File: src/rtl/microwave_cook_controller.sv
// Microwave cook sequencer: cook time selection, door-interlocked heating,
// cook-time watchdog and completion beeper. Every output is a register on clk_1Hz.
module microwave_cook_controller #(
  parameter int PIZZA_MIN  = 2,
  parameter int POTATO_MIN = 5,
  parameter int BEEP_SECS  = 3
) (
  input  logic       clk_1Hz,
  input  logic       rst,
  input  logic       start_btn,
  input  logic       stop_btn,
  input  logic       door_open,
  input  logic       pizza,
  input  logic       potato,
  input  logic [5:0] sw_minutes,
  input  logic [5:0] sw_seconds,
  input  logic       timer_end,
  output logic       ctr_rst,
  output logic       ctr_start,
  output logic [5:0] load_minutes,
  output logic [5:0] load_seconds,
  output logic       magnetron_on,
  output logic       lamp_on,
  output logic       beep,
  output logic       fault,
  output logic [2:0] state
);

  typedef enum logic [2:0] {
    IDLE  = 3'd0,
    ARM   = 3'd1,
    COOK  = 3'd2,
    PAUSE = 3'd3,
    DONE  = 3'd4
  } state_t;

  localparam logic [5:0] PIZZA_LOAD  = 6'(PIZZA_MIN);
  localparam logic [5:0] POTATO_LOAD = 6'(POTATO_MIN);
  localparam logic [7:0] BEEP_LIMIT  = 8'(BEEP_SECS);

  state_t      cur_state, next_state;
  logic [5:0]  sel_minutes, sel_seconds;
  logic [11:0] total, watchdog_limit;
  logic [11:0] watchdog, watchdog_next;
  logic [7:0]  beep_count, beep_count_next;
  logic        fault_next;
  logic        ctr_rst_next, ctr_start_next, magnetron_next, lamp_next, beep_next;
  logic [5:0]  load_minutes_next, load_seconds_next;

  assign state = cur_state;

  always_comb begin
    sel_minutes = (sw_minutes > 6'd59) ? 6'd59 : sw_minutes;
    sel_seconds = (sw_seconds > 6'd59) ? 6'd59 : sw_seconds;
    if (pizza) begin
      sel_minutes = PIZZA_LOAD;
      sel_seconds = 6'd0;
    end else if (potato) begin
      sel_minutes = POTATO_LOAD;
      sel_seconds = 6'd0;
    end
    total          = 12'(load_minutes) * 12'd60 + 12'(load_seconds);
    watchdog_limit = total + 12'd2;
  end

  // Watchdog counts COOK cycles including the current one, so the limit
  // check below fires after total+3 cycles of heating without timer_end.
  always_comb begin
    next_state  = cur_state;
    fault_next  = fault;
    case (cur_state)
      IDLE: begin
        if (start_btn && !door_open && !fault &&
            (sel_minutes != 6'd0 || sel_seconds != 6'd0))
          next_state = ARM;
      end
      ARM: next_state = COOK;
      COOK: begin
        if (timer_end) begin
          next_state = DONE;
        end else if (door_open || stop_btn) begin
          next_state = PAUSE;
        end else if (watchdog > watchdog_limit) begin
          next_state = DONE;
          fault_next = 1'b1;
        end
      end
      PAUSE: begin
        if (stop_btn)
          next_state = IDLE;
        else if (start_btn && !door_open)
          next_state = COOK;
      end
      DONE: begin
        if (stop_btn || door_open || beep_count >= BEEP_LIMIT)
          next_state = IDLE;
      end
      default: next_state = IDLE;
    endcase

    watchdog_next = watchdog;
    if (next_state == ARM)
      watchdog_next = 12'd0;
    else if (next_state == COOK)
      watchdog_next = watchdog + 12'd1;

    beep_count_next = 8'd0;
    if (next_state == DONE)
      beep_count_next = (cur_state == DONE) ? beep_count + 8'd1 : 8'd1;

    ctr_rst_next      = (next_state == ARM);
    ctr_start_next    = (next_state == COOK);
    magnetron_next    = (next_state == COOK) && !door_open;
    lamp_next         = (next_state == COOK) || ((next_state == PAUSE) && door_open);
    beep_next         = (next_state == DONE);
    load_minutes_next = (cur_state == IDLE) ? sel_minutes : load_minutes;
    load_seconds_next = (cur_state == IDLE) ? sel_seconds : load_seconds;
  end

  always_ff @(posedge clk_1Hz) begin
    if (rst) begin
      cur_state    <= IDLE;
      watchdog     <= 12'd0;
      beep_count   <= 8'd0;
      fault        <= 1'b0;
      ctr_rst      <= 1'b0;
      ctr_start    <= 1'b0;
      magnetron_on <= 1'b0;
      lamp_on      <= 1'b0;
      beep         <= 1'b0;
      load_minutes <= 6'd0;
      load_seconds <= 6'd0;
    end else begin
      cur_state    <= next_state;
      watchdog     <= watchdog_next;
      beep_count   <= beep_count_next;
      fault        <= fault_next;
      ctr_rst      <= ctr_rst_next;
      ctr_start    <= ctr_start_next;
      magnetron_on <= magnetron_next;
      lamp_on      <= lamp_next;
      beep         <= beep_next;
      load_minutes <= load_minutes_next;
      load_seconds <= load_seconds_next;
    end
  end

endmodule

File: config.mk
export PLATFORM = sky130hd
export DESIGN_NAME = microwave_cook_controller
export DESIGN_NICKNAME = d
export VERILOG_FILES = /design/src/rtl/microwave_cook_controller.sv
export SDC_FILE = /design/constraint.sdc
export NUM_CORES = 1
export LEC_CHECK = 0
export ABC_AREA = 1
export CAP_MARGIN = 20
export CORE_MARGIN = 2
export CORE_UTILIZATION = 30
export CTS_CLUSTER_SIZE = 10
export DETAILED_ROUTE_END_ITERATION = 16
export GPL_TIMING_DRIVEN = 0
export PLACE_DENSITY_LB_ADDON = 0.15
export SYNTH_ARGS = -nofsm -noshare
export SYNTH_HDL_FRONTEND = slang
export SYNTH_SLANG_ARGS = --single-unit
File: constraint.sdc
create_clock -name clk_1Hz -period 12.9 [get_ports clk_1Hz]
set_input_delay 3.87 -clock clk_1Hz [delete_from_list [all_inputs] [get_ports clk_1Hz]]
set_output_delay 3.87 -clock clk_1Hz [all_outputs]
set_load 0.005 [all_outputs]
==> metrics.yaml, run 1 <==
clock_tree:
  cts.clk_slew.worst_paths_ps: 80
  cts_hold_buf: 0
  cts_resized: 0
  cts.htree.levels: 2
  insertion_delay_ps: 290
  postCtsSetupRepairBufs: 0
  clock_path_buffers: 2
  cts_inserted_buffers: 5
  cts_sinks: 41
  cts_tree: "built"
  cts-root-buf: "clkbuf_8"
synth:
  synth_xor_area_frac: 0.0751
  muxShareOfSynthArea: 0
  synth-compound-area-share: 0.113
  yosys.area_share.simple: 0.232
  ys_ff_latch: 41
  synth-adder-area-share: 0.202
  syn_avg_cell_area_um2: 7.49
  synth_top_family_by_area: "simple AND/OR/NAND/NOR gates"
  ys_warn_count: 0
  synth_cell_type_count: 30
  syn_inst: 389
  seq_area_frac_synth: 0.282
  syn_area_um2: 2920
worst_setup_path:
  startpoint_type: "input pin"
  worst_path_max_delay_cell: "clkdlybuf4s50_1"
  cp.arrival_ps: 5770
  critPathMaxStageDelay_ps: 500
  crit_required_ps: 13070
  path_max_fanout: 10
  end_kind: "flop"
  crit_type: "in -> reg"
  crit_buf_inv: 4
  crit_chain: "clkdlybuf4s50_1 -> nor2_1 -> buf_6 -> nand2_1 -> nand4_1 -> nor2_1 -> nand3_1 -> nand2_2 -> nand2_2 -> inv_2 -> nand3_2 -> buf_4 -> nand2_1 -> a21oi_1"
  path_delay_family: "simple AND/OR/NAND/NOR gates"
layout:
  num_antenna_cells: 0
  drive_gt1_frac: 0.0498
  fin_util: 0.388
  layout.nets: 502
  fillers: 982
  final_area_um2: 3620
  area_growth_pct: 24.0
  layout_commonest_cell: "nand2_1"
  final_cell_mix: "nand2_1 (72), inv_1 (57), dfxtp_1 (41)"
timing:
  fmax_ghz: 0.178
  setup_viol: 0
  tightest_slew_ps: 587
  rsz0062_at_grt: "false"
  fin_ws_ps: 7290
  finalCritPeriodShare: 0.435
  drv_slew: 0
  finalHoldViolCount: 0
  slew_headroom: 0.609
  holdWs_ps: 445
  fin_crit_ps: 5610
  finalSetupTns_ps: 0
  clock_skew_ps: 3.17
floorplanning:
  num_io_pins: 41
  dieHeight_um: 103
  rows: 35
  design.core.area_um2: 9330
  floorplan.initialDensity: 0.313
  die_area_um2: 10500
  dieWidth_um: 103
global_route:
  grt_antenna_before_repair: 0
  grt_first_pass_wirelength_mm: 11.3
  overflow: 0
  grt_start_max_net_pins: 14
  track_usage: 0.136
  grt_pass1_vias: 2502
placed_design:
  place_area_um2: 3500
  dp_worst_setup_slack_ps: 6980
  dp_hpwl_mm: 5.45
  port_buffers: 40
  gp_congestion: 0.849
power_and_ir_drop:
  leakagePower_nw: 1.60
  powerDensity_nw_per_um2: 106
  peakVddDrop_v: 0.0000483
drt:
  drtIter0Drc: 46
  wl_mm: 6.57
  vias_per_cell: 4.40
  drtAntennaViolNets: 0
  drc_errors: 0
  num_vias: 2511
  firstDrtPassIters: 4
  wl_per_cell_um: 11.5
min_path:
  hp-class: "reg -> reg"
flow_run:
  cap_viol_max_count: 0
status:
  outcome: "complete, no violations"
==> logic make-up after synthesis <==
logic type	Yosys count
AND/OR/NAND/NOR	152
XOR/XNOR	25
other	1
adder cells (fa/ha/maj)	41
AO/OA/AOI/OAI	61
buffers and inverters	68
flip-flops	41
==> report_power, final <==
group          total (W)  switching [W]  internal (W)
combinational   0.000137      0.0000764     0.0000606
sequential      0.000138     0.00000630      0.000132
clock           0.000110      0.0000466     0.0000629
==> cell usage after synthesis <==
| library cell | count | area, um^2 |
|---|---|---|
| nor3_2 | 2 | 20.0 |
| xor2_1 | 9 | 78.8 |
| nor2_4 | 2 | 22.5 |
| o21a_1 | 2 | 15.0 |
| o21ai_0 | 13 | 65.1 |
| nand2_1 | 72 | 270 |
| xnor2_1 | 16 | 140 |
| nand4_1 | 7 | 43.8 |
| nand2_2 | 3 | 18.8 |
| nand3_1 | 25 | 125 |
| nand3_2 | 1 | 10.0 |
| dfxtp_1 | 41 | 821 |
| a21oi_1 | 37 | 185 |
| ha_1 | 31 | 388 |
| o211ai_1 | 1 | 7.51 |
| inv_1 | 57 | 214 |
| fa_1 | 10 | 200 |
| nor3b_1 | 1 | 7.51 |
| inv_2 | 2 | 7.51 |
| a211oi_1 | 4 | 30.0 |
| o21ai_1 | 1 | 5.00 |
| o22ai_1 | 1 | 6.26 |
| nand3b_1 | 1 | 7.51 |
| nor2_1 | 31 | 116 |
| buf_6 | 2 | 22.5 |
| buf_4 | 2 | 15.0 |
| clkbuf_1 | 5 | 18.8 |
| conb_1 | 1 | 3.75 |
| a21o_1 | 2 | 15.0 |
| nor3_1 | 7 | 35.0 |
==> worst reg2reg max path, delay by kind of cell, from the launching register on <==
| family | cells | cell delay (ps) |
|---|---|---|
| fa+ha+maj | 5 | 2110 |
| simple gates | 16 | 1750 |
| flops | 1 | 510 |
| buf+inv | 5 | 450 |
| xor+xnor | 1 | 90 |
| compound gates | 1 | 50 |
==> flip-flops by register name, indices dropped and copies added, names as in the netlist <==
| name | count |
|---|---|
| beep | 1 |
| beep_count | 8 |
| ctr_rst | 1 |
| ctr_start | 1 |
| fault | 1 |
| lamp_on | 1 |
| load_minutes | 6 |
| load_seconds | 6 |
| magnetron_on | 1 |
| state | 3 |
| watchdog | 12 |
==> final timing paths <==
check	slack (ps)	cells after the start	from	endpoint
min	440	1	beep_count[0]	beep_count[0]
min reg2reg	440	1	beep_count[0]	beep_count[0]
max reg2reg	7820	28	load_minutes[0]	watchdog[0]
max	7290	14	pizza	watchdog[0]
==> metrics by stage <==
step / instances / power [W]
finish: 571 / 0.000385
global route: 571 / 0.000418
CTS: 571 / 0.000392
detailed placement: 563 / 0.000281
global placement: 563 / 0.000277
floorplan: 394 / 0.000241
==> cell type report <==
cell class,count,area [um^2],share of cell area
clock buffers,6,82.6,0.0228
multi-input cells,285,1840,0.508
plain buffers,9,56.3,0.0156
clock inverters,2,37.5,0.0104
well taps,129,161,0.0446
flip-flops and latches,41,821,0.227
repair buffers,40,400,0.111
inverters,59,221,0.0612
==> per-layer routing <==
metal,vias up,GRT usage,share of wire
li1,1360,-,-
met1,1108,0.181,0.49
met2,38,0.226,0.46
met3,5,0.0319,0.039
met4,0,0.0277,0.0079
met5,-,0,0
No activity file was read; power rests on OpenSTA's default activity.
==> run 2, diff against run 1 <==
==> constraint.sdc (replaced) <==
create_clock -name clk_1Hz -period 4.59 [get_ports clk_1Hz]
set_input_delay 1.377 -clock clk_1Hz [delete_from_list [all_inputs] [get_ports clk_1Hz]]
set_output_delay 1.377 -clock clk_1Hz [all_outputs]
set_load 0.005 [all_outputs]
==> run 2 against run 1 <==
Net effect:
- total power increased to 3.1 times the previous value
- combinational power increased to 3.6 times the previous value
- clock skew increased by 2.4 ps
- the flow now finishes with violations (setup timing)
- non-clock buffer count increased by 18
- largest cell class unchanged
- flip-flop and latch count unchanged
- critical endpoint is now watchdog[6]
- first-iteration DRC count decreased by 11%
- worst hold slack improved by 19 ps
==> metrics.yaml, run 2 (same netlist as run 1, synthesis figures left out) <==
clock_tree:
  cts_tree: "built"  # unchanged
  cts.clk_slew.worst_paths_ps: 80  # about the same
  cts-root-buf: "clkbuf_8"  # unchanged
  cts.htree.levels: 2  # unchanged
  cts_inserted_buffers: 5  # unchanged
  insertion_delay_ps: 300  # was 290 ps
  cts_sinks: 41  # unchanged
  clock_path_buffers: 2  # unchanged
placed_design:
  dp_worst_setup_slack_ps: -535  # was 6980 ps
  port_buffers: 40  # unchanged
  dp_hpwl_mm: 5.45  # unchanged
  gp_congestion: 0.849  # unchanged
drt:
  drtIter0Drc: 41  # was 46
  firstDrtPassIters: 4  # unchanged
  vias_per_cell: 4.47  # was 4.40
  drtAntennaViolNets: 0  # unchanged
  wl_per_cell_um: 12.4  # was 11.5 um
  wl_mm: 7.28  # was 6.57 mm
  drc_errors: 0  # unchanged
  num_vias: 2630  # was 2511
global_route:
  overflow: 0  # unchanged
  grt_start_max_net_pins: 14  # unchanged
  grt_pass1_vias: 2644  # was 2502
  grt_first_pass_wirelength_mm: 11.9  # was 11.3 mm
  track_usage: 0.143  # was 0.136
  grt_antenna_before_repair: 0  # unchanged
timing:
  finalCritPeriodShare: 1.02
  fin_crit_ps: 4670
  setup_viol: 13  # was 0
  fmax_ghz: 0.214
  slew_headroom: 0.564  # was 0.609
  drv_slew: 0  # unchanged
  finalSetupTns_ps: -907  # was 0 ps
  finalHoldViolCount: 0  # unchanged
  clock_skew_ps: 5.54  # was 3.17 ps
  tightest_slew_ps: 654  # was 587 ps
  fin_ws_ps: -84.6  # was 7290 ps
  rsz0062_at_grt: "true"  # was false
status:
  outcome: "finished with violations"  # was complete, no violations
  violations: "setup timing"
layout:
  multi_input_area_um2: 2080  # was 1840 um^2
  num_antenna_cells: 0  # unchanged
  layout.nets: 520  # was 502
  drive_gt1_frac: 0.220  # was 0.0498
  layout_commonest_cell: "inv_1"  # was nand2_1
  largest_reg_flops: 12  # unchanged
  seq_area_um2: 831  # was 821 um^2
  top_regs: "watchdog: 12 flops, beep_count: 8 flops"  # unchanged
  regMostFlops: "watchdog"  # unchanged
  final_cell_mix: "inv_1 (51), nand2_1 (50), clkdlybuf4s50_1 (40)"  # was nand2_1 (72), inv_1 (57), dfxtp_1 (41)
  fillers: 956  # was 982
  area_growth_pct: 40.0  # was 24.0%
power_and_ir_drop:
  leakagePower_nw: 1.77  # was 1.60 nW
  powerDensity_nw_per_um2: 293  # was 106 nW/um^2
  peakVddDrop_v: 0.000138  # was 0.0000483 V
worst_setup_path:
  critPathMaxStageDelay_ps: 540  # was 500 ps
  crit_required_ps: 4760  # was 13070 ps
  rr_worst_depth: 29  # was 28
  cp.arrival_ps: 4840  # was 5770 ps
  end_kind: "flop"  # unchanged
  cp_common_cell: "nand2_2"
  startpoint_type: "flop"  # was input pin
  path_max_fanout: 6  # was 10
  crit_type: "reg -> reg"  # was in -> reg
  worst_path_max_delay_cell: "fa_1"  # was clkdlybuf4s50_1
floorplanning:
  rows: 35  # unchanged
  dieHeight_um: 103  # unchanged
  die_area_um2: 10500  # unchanged
  dieWidth_um: 103  # unchanged
  design.core.area_um2: 9330  # unchanged
  floorplan.initialDensity: 0.313  # unchanged
  num_io_pins: 41  # unchanged
min_path:
  hp-class: "reg -> reg"  # unchanged
  hold_path_depth: 1  # unchanged
flow_run:
  cap_viol_max_count: 0  # unchanged
-- run 2: cell types whose count changed in the layout (fill, tap and decap cells not counted), sizes merged --
cell	previous run	this run
buf	4	22
-- run 2: metrics by stage --
step	total power (W)	instance area, um^2	util	hold slack (ps)	cells
global placement	0.000779	3500	0.375	435	563
detailed placement	0.000790	3500	0.375	436	563
global route	0.00129	4080	0.438	485	589
finish	0.00120	4080	0.438	464	589
floorplan	0.000677	2930	-	413	394
CTS	0.00117	3920	0.421	448	586
-- run 2: timing repair --
| action | 4_1_cts | 5_1_grt |
|---|---|---|
| pin swaps | 38 | 31 |
| cloned | 2 | 1 |
| hold buffers | 0 | 0 |
| gates resized for setup | 49 | 35 |
| setup endpoints to repair | 22 | 21 |
| setup buffers | 13 | 2 |
-- run 2: area by class of cell --
cell class | instances | area share
multi-input combinational | 285 | 0.509
buffer | 9 | 0.0175
clock buffer | 6 | 0.0202
timing repair buffer | 58 | 0.147
sequential | 41 | 0.203
clock inverter | 2 | 0.00919
inverter | 59 | 0.0542
tap | 129 | 0.0395
-- run 2: path summary, 6_finish.rpt --
| path | start | end | slack [ps] |
|---|---|---|---|
| setup / recovery | load_minutes[0] | watchdog[6] | -80 |
| hold / removal | beep_count[0] | beep_count[0] | 460 |
| setup reg to reg | load_minutes[0] | watchdog[6] | -80 |
| hold reg to reg | beep_count[0] | beep_count[0] | 460 |
-- run 2: worst max-delay path, delay by kind of cell, from the launching register on --
kind	cells	cell delay, ps
flops	1	380
compound gates	2	170
simple gates	14	1020
fa+ha+maj	5	2140
buf+inv	7	710
xor+xnor	1	120
-- run 2: routing by layer --
layer	global-route usage	vias to the layer above	share of wire
met2	0.250	38	0.50
li1	-	1391	-
met3	0.0319	8	0.037
met1	0.183	1193	0.46
met4	0.0277	0	0.0092
met5	0	-	0
-- run 2: where the power goes --
part           internal [W]  switching (W)  total (W)
sequential         0.000371      0.0000179   0.000389
combinational      0.000233       0.000264   0.000496
clock              0.000177       0.000135   0.000311
==> run 3, diff against run 2 <==
--- a/config.mk
+++ b/config.mk
@@ -5,12 +5,13 @@
 export SDC_FILE = /design/constraint.sdc
 export NUM_CORES = 1
 export LEC_CHECK = 0
-export ABC_AREA = 1
+export ABC_CLOCK_PERIOD_IN_PS = 4590
 export CAP_MARGIN = 20
 export CORE_MARGIN = 2
 export CORE_UTILIZATION = 30
 export CTS_CLUSTER_SIZE = 10
 export DETAILED_ROUTE_END_ITERATION = 16
+export GPL_ROUTABILITY_DRIVEN = 0
 export GPL_TIMING_DRIVEN = 0
 export PLACE_DENSITY_LB_ADDON = 0.15
 export SYNTH_ARGS = -nofsm -noshare
==> run 3 against run 2 <==
Net effect:
- the run still ends with setup timing left
- worst hold slack gained 44 ps
- first-iteration DRC count grew 90%
- flip-flop and latch count is the same
- die area shrank 0.91%
- sequential share of layout area grew 2.0 points
- critical path depth shrank 10
- via count shrank 0.87%
- synthesized cell count shrank 13%
- worst setup slack lost 170 ps
- routed wire length grew 3.8%
- critical endpoint is now watchdog[9]
- largest cell class unchanged
==> metrics.yaml, run 3 <==
global_route:
  grt_pass1_vias: 2649  # was 2644
  overflow: 0  # unchanged
  grt_start_max_net_pins: 14  # unchanged
  track_usage: 0.153  # was 0.143
  grt_first_pass_wirelength_mm: 12.6  # was 11.9 mm
  grt_antenna_before_repair: 0  # unchanged
power_and_ir_drop:
  leakagePower_nw: 1.45  # was 1.77 nW
  powerDensity_nw_per_um2: 246  # was 293 nW/um^2
  finalPower_w: 0.000916  # was 0.00120 W
  peakVddDrop_v: 0.000174  # was 0.000138 V
synth:
  synth_xor_area_frac: 0.0394  # was 0.0751
  ys_warn_count: 0  # unchanged
  syn_area_um2: 2890  # was 2920 um^2
  synth_ff_type: "dfxtp_1"  # unchanged
  yosys.area_share.simple: 0.236  # was 0.232
  seq_area_frac_synth: 0.284  # was 0.282
  synthMostInstantiatedCell: "dfxtp_1"  # was nand2_1
  synth-compound-area-share: 0.165  # was 0.113
  synth.area.top_cells: "dfxtp_1 (28%), ha_1 (13%), fa_1 (6.9%)"  # was dfxtp_1 (28%), ha_1 (13%), nand2_1 (9.3%)
  syn_avg_cell_area_um2: 8.54  # was 7.49 um^2
  ys_ff_latch: 41  # unchanged
  syn_inst: 338  # was 389
  muxShareOfSynthArea: 0.0139  # was 0
  yosys.area.top_type: "dfxtp_1"  # unchanged
  async_flop_share: 0  # unchanged
  post-synth-top-area-fraction: 0.284  # was 0.282
  synth_commonest_cells: "dfxtp_1 (41), a21oi_1 (33), ha_1 (31)"  # was nand2_1 (72), inv_1 (57), dfxtp_1 (41)
  synth_top_family_by_area: "simple AND/OR/NAND/NOR gates"  # unchanged
  synth-adder-area-share: 0.204  # was 0.202
  synth_edf_count: 0  # unchanged
  synth_cell_type_count: 49  # was 30
clock_tree:
  cts.clk_slew.worst_paths_ps: 90  # was 80 ps
  cts_tree: "built"  # unchanged
  cts.htree.levels: 2  # unchanged
  cts-root-buf: "clkbuf_8"  # unchanged
  cts_sinks: 41  # unchanged
  insertion_delay_ps: 300  # about the same
  clock_path_buffers: 2  # unchanged
  cts_inserted_buffers: 5  # unchanged
drt:
  drtIter0Drc: 78  # was 41
  wl_per_cell_um: 14.3  # was 12.4 um
  num_vias: 2607  # was 2630
  firstDrtPassIters: 4  # unchanged
  drtAntennaViolNets: 0  # unchanged
  vias_per_cell: 4.95  # was 4.47
  wl_mm: 7.56  # was 7.28 mm
  drc_errors: 0  # unchanged
status:
  violations: "setup timing"  # unchanged
  outcome: "finished with violations"  # unchanged
floorplanning:
  dieWidth_um: 102  # was 103 um
  die_area_um2: 10400  # was 10500 um^2
  dieHeight_um: 102  # was 103 um
  design.core.area_um2: 9280  # was 9330 um^2
  floorplan.initialDensity: 0.311  # was 0.313
  num_io_pins: 41  # unchanged
  rows: 35  # unchanged
timing:
  clock_skew_ps: 15.4  # was 5.54 ps
  finalSetupTns_ps: -3030  # was -907 ps
  fin_ws_ps: -254  # was -84.6 ps
  fmax_ghz: 0.206  # was 0.214 GHz
  finalCritPeriodShare: 1.06  # was 1.02
  slew_headroom: 0.509  # was 0.564
  tightest_slew_ps: 732  # was 654 ps
  finalHoldViolCount: 0  # unchanged
  drv_slew: 0  # unchanged
  setup_viol: 18  # was 13
  fin_crit_ps: 4840  # was 4670 ps
  rsz0062_at_grt: "true"  # unchanged
worst_setup_path:
  startpoint_type: "flop"  # unchanged
  path_max_fanout: 4  # was 6
  crit_required_ps: 4820  # was 4760 ps
  end_kind: "flop"  # unchanged
  crit_type: "reg -> reg"  # unchanged
  cp.arrival_ps: 5070  # was 4840 ps
layout:
  final_cell_mix: "clkdlybuf4s50_1 (39), dfxtp_1 (36), a21oi_1 (33)"  # was inv_1 (51), nand2_1 (50), clkdlybuf4s50_1 (40)
  drive_gt1_frac: 0.121  # was 0.220
  num_antenna_cells: 0  # unchanged
  layout_commonest_cell: "clkdlybuf4s50_1"  # was inv_1
  top_regs: "watchdog: 12 flops, beep_count: 8 flops"  # unchanged
  regMostFlops: "watchdog"  # unchanged
  area_growth_pct: 28.7  # was 40.0%
  layout.nets: 458  # was 520
  largest_reg_flops: 12  # unchanged
min_path:
  hp-class: "reg -> reg"  # unchanged
placed_design:
  dp_hpwl_mm: 5.84  # was 5.45 mm
  port_buffers: 39  # was 40
  dp_worst_setup_slack_ps: -688  # was -535 ps
flow_run:
  cap_viol_max_count: 0  # unchanged
## run 3: cell count changes after synthesis, sizes merged, moves of 6 or more
cell    change
inv        -35
nand2      -49
nand2b      +6
nand3      -11
nor2        -8
nor4        +7
o31ai       +7
or3         +8
or4         +7
xnor2       -8
## run 3: metal layers
layer	GRT usage	share of wire	up-vias
met5	0	0	-
met4	0.0400	0.016	0
met3	0.0274	0.033	10
met2	0.251	0.46	56
met1	0.209	0.50	1211
li1	-	-	1330
## run 3: kinds of logic (layout without fill, tap and decap cells)
group	Yosys count	count (layout)
AOI/OAI and AO/OA	75	75
xor gates and xnor gates	13	13
adders and majority gates	41	41
buffers and inverters	37	92
DFF	41	41
muxes	4	4
other	1	6
and+or+nand+nor	126	126
## run 3: cell type report
type,instances,area (um^2)
inverters,24,90.1
clock buffers,6,82.6
plain buffers,13,77.6
flip-flops and latches,41,832
fillers,982,5570
multi-input cells,265,2010
clock inverters,2,13.8
well taps,129,161
repair buffers,47,450
## run 3: critical path: stages, from the launching register on
cell       delay, ps
dfxtp_4          360
fa_1             520
fa_1             520
inv_1             60
fa_1             490
inv_2             50
ha_4             280
nand2_2           60
o21ai_2          160
nand4bb_1        170
nor3b_2          200
xnor2_1           90
ha_1             320
nand3_2           80
or3_4            360
o21ai_4          190
a311oi_4          70
buf_4            190
or4_1            500
a21oi_1          140
## run 3: where the power goes
| group | internal (W) | switching (W) |
|---|---|---|
| sequential | 0.000367 | 0.0000114 |
| clock | 0.000122 | 0.000133 |
| combinational | 0.000133 | 0.000150 |
| total | 0.000622 | 0.000294 |
## run 3: worst paths after layout
path	start	end	slack, ps	depth (start not counted)
max	load_minutes[0]	watchdog[9]	-250	19
min	load_seconds[0]	load_seconds[0]	510	2
max reg2reg	load_minutes[0]	watchdog[9]	-250	19
min reg2reg	load_seconds[0]	load_seconds[0]	510	2
## run 3: metrics by stage
stage	area, um^2	utilization	std cells	hold WS, ps
after detailed placement	3490	0.376	511	496
final	3720	0.400	527	507
after global routing	3720	0.400	527	527
after global placement	3490	0.376	511	487
after floorplan	2940	-	343	450
after CTS	3710	0.399	527	510
## run 3: timing repair
item | CTS | global route
hold buffers | 0 | 0
pin swaps | 13 | 5
resized for setup | 14 | 4
setup buffers | 8 | 0
setup endpoints to repair | 20 | 20
gates cloned | 0 | 0
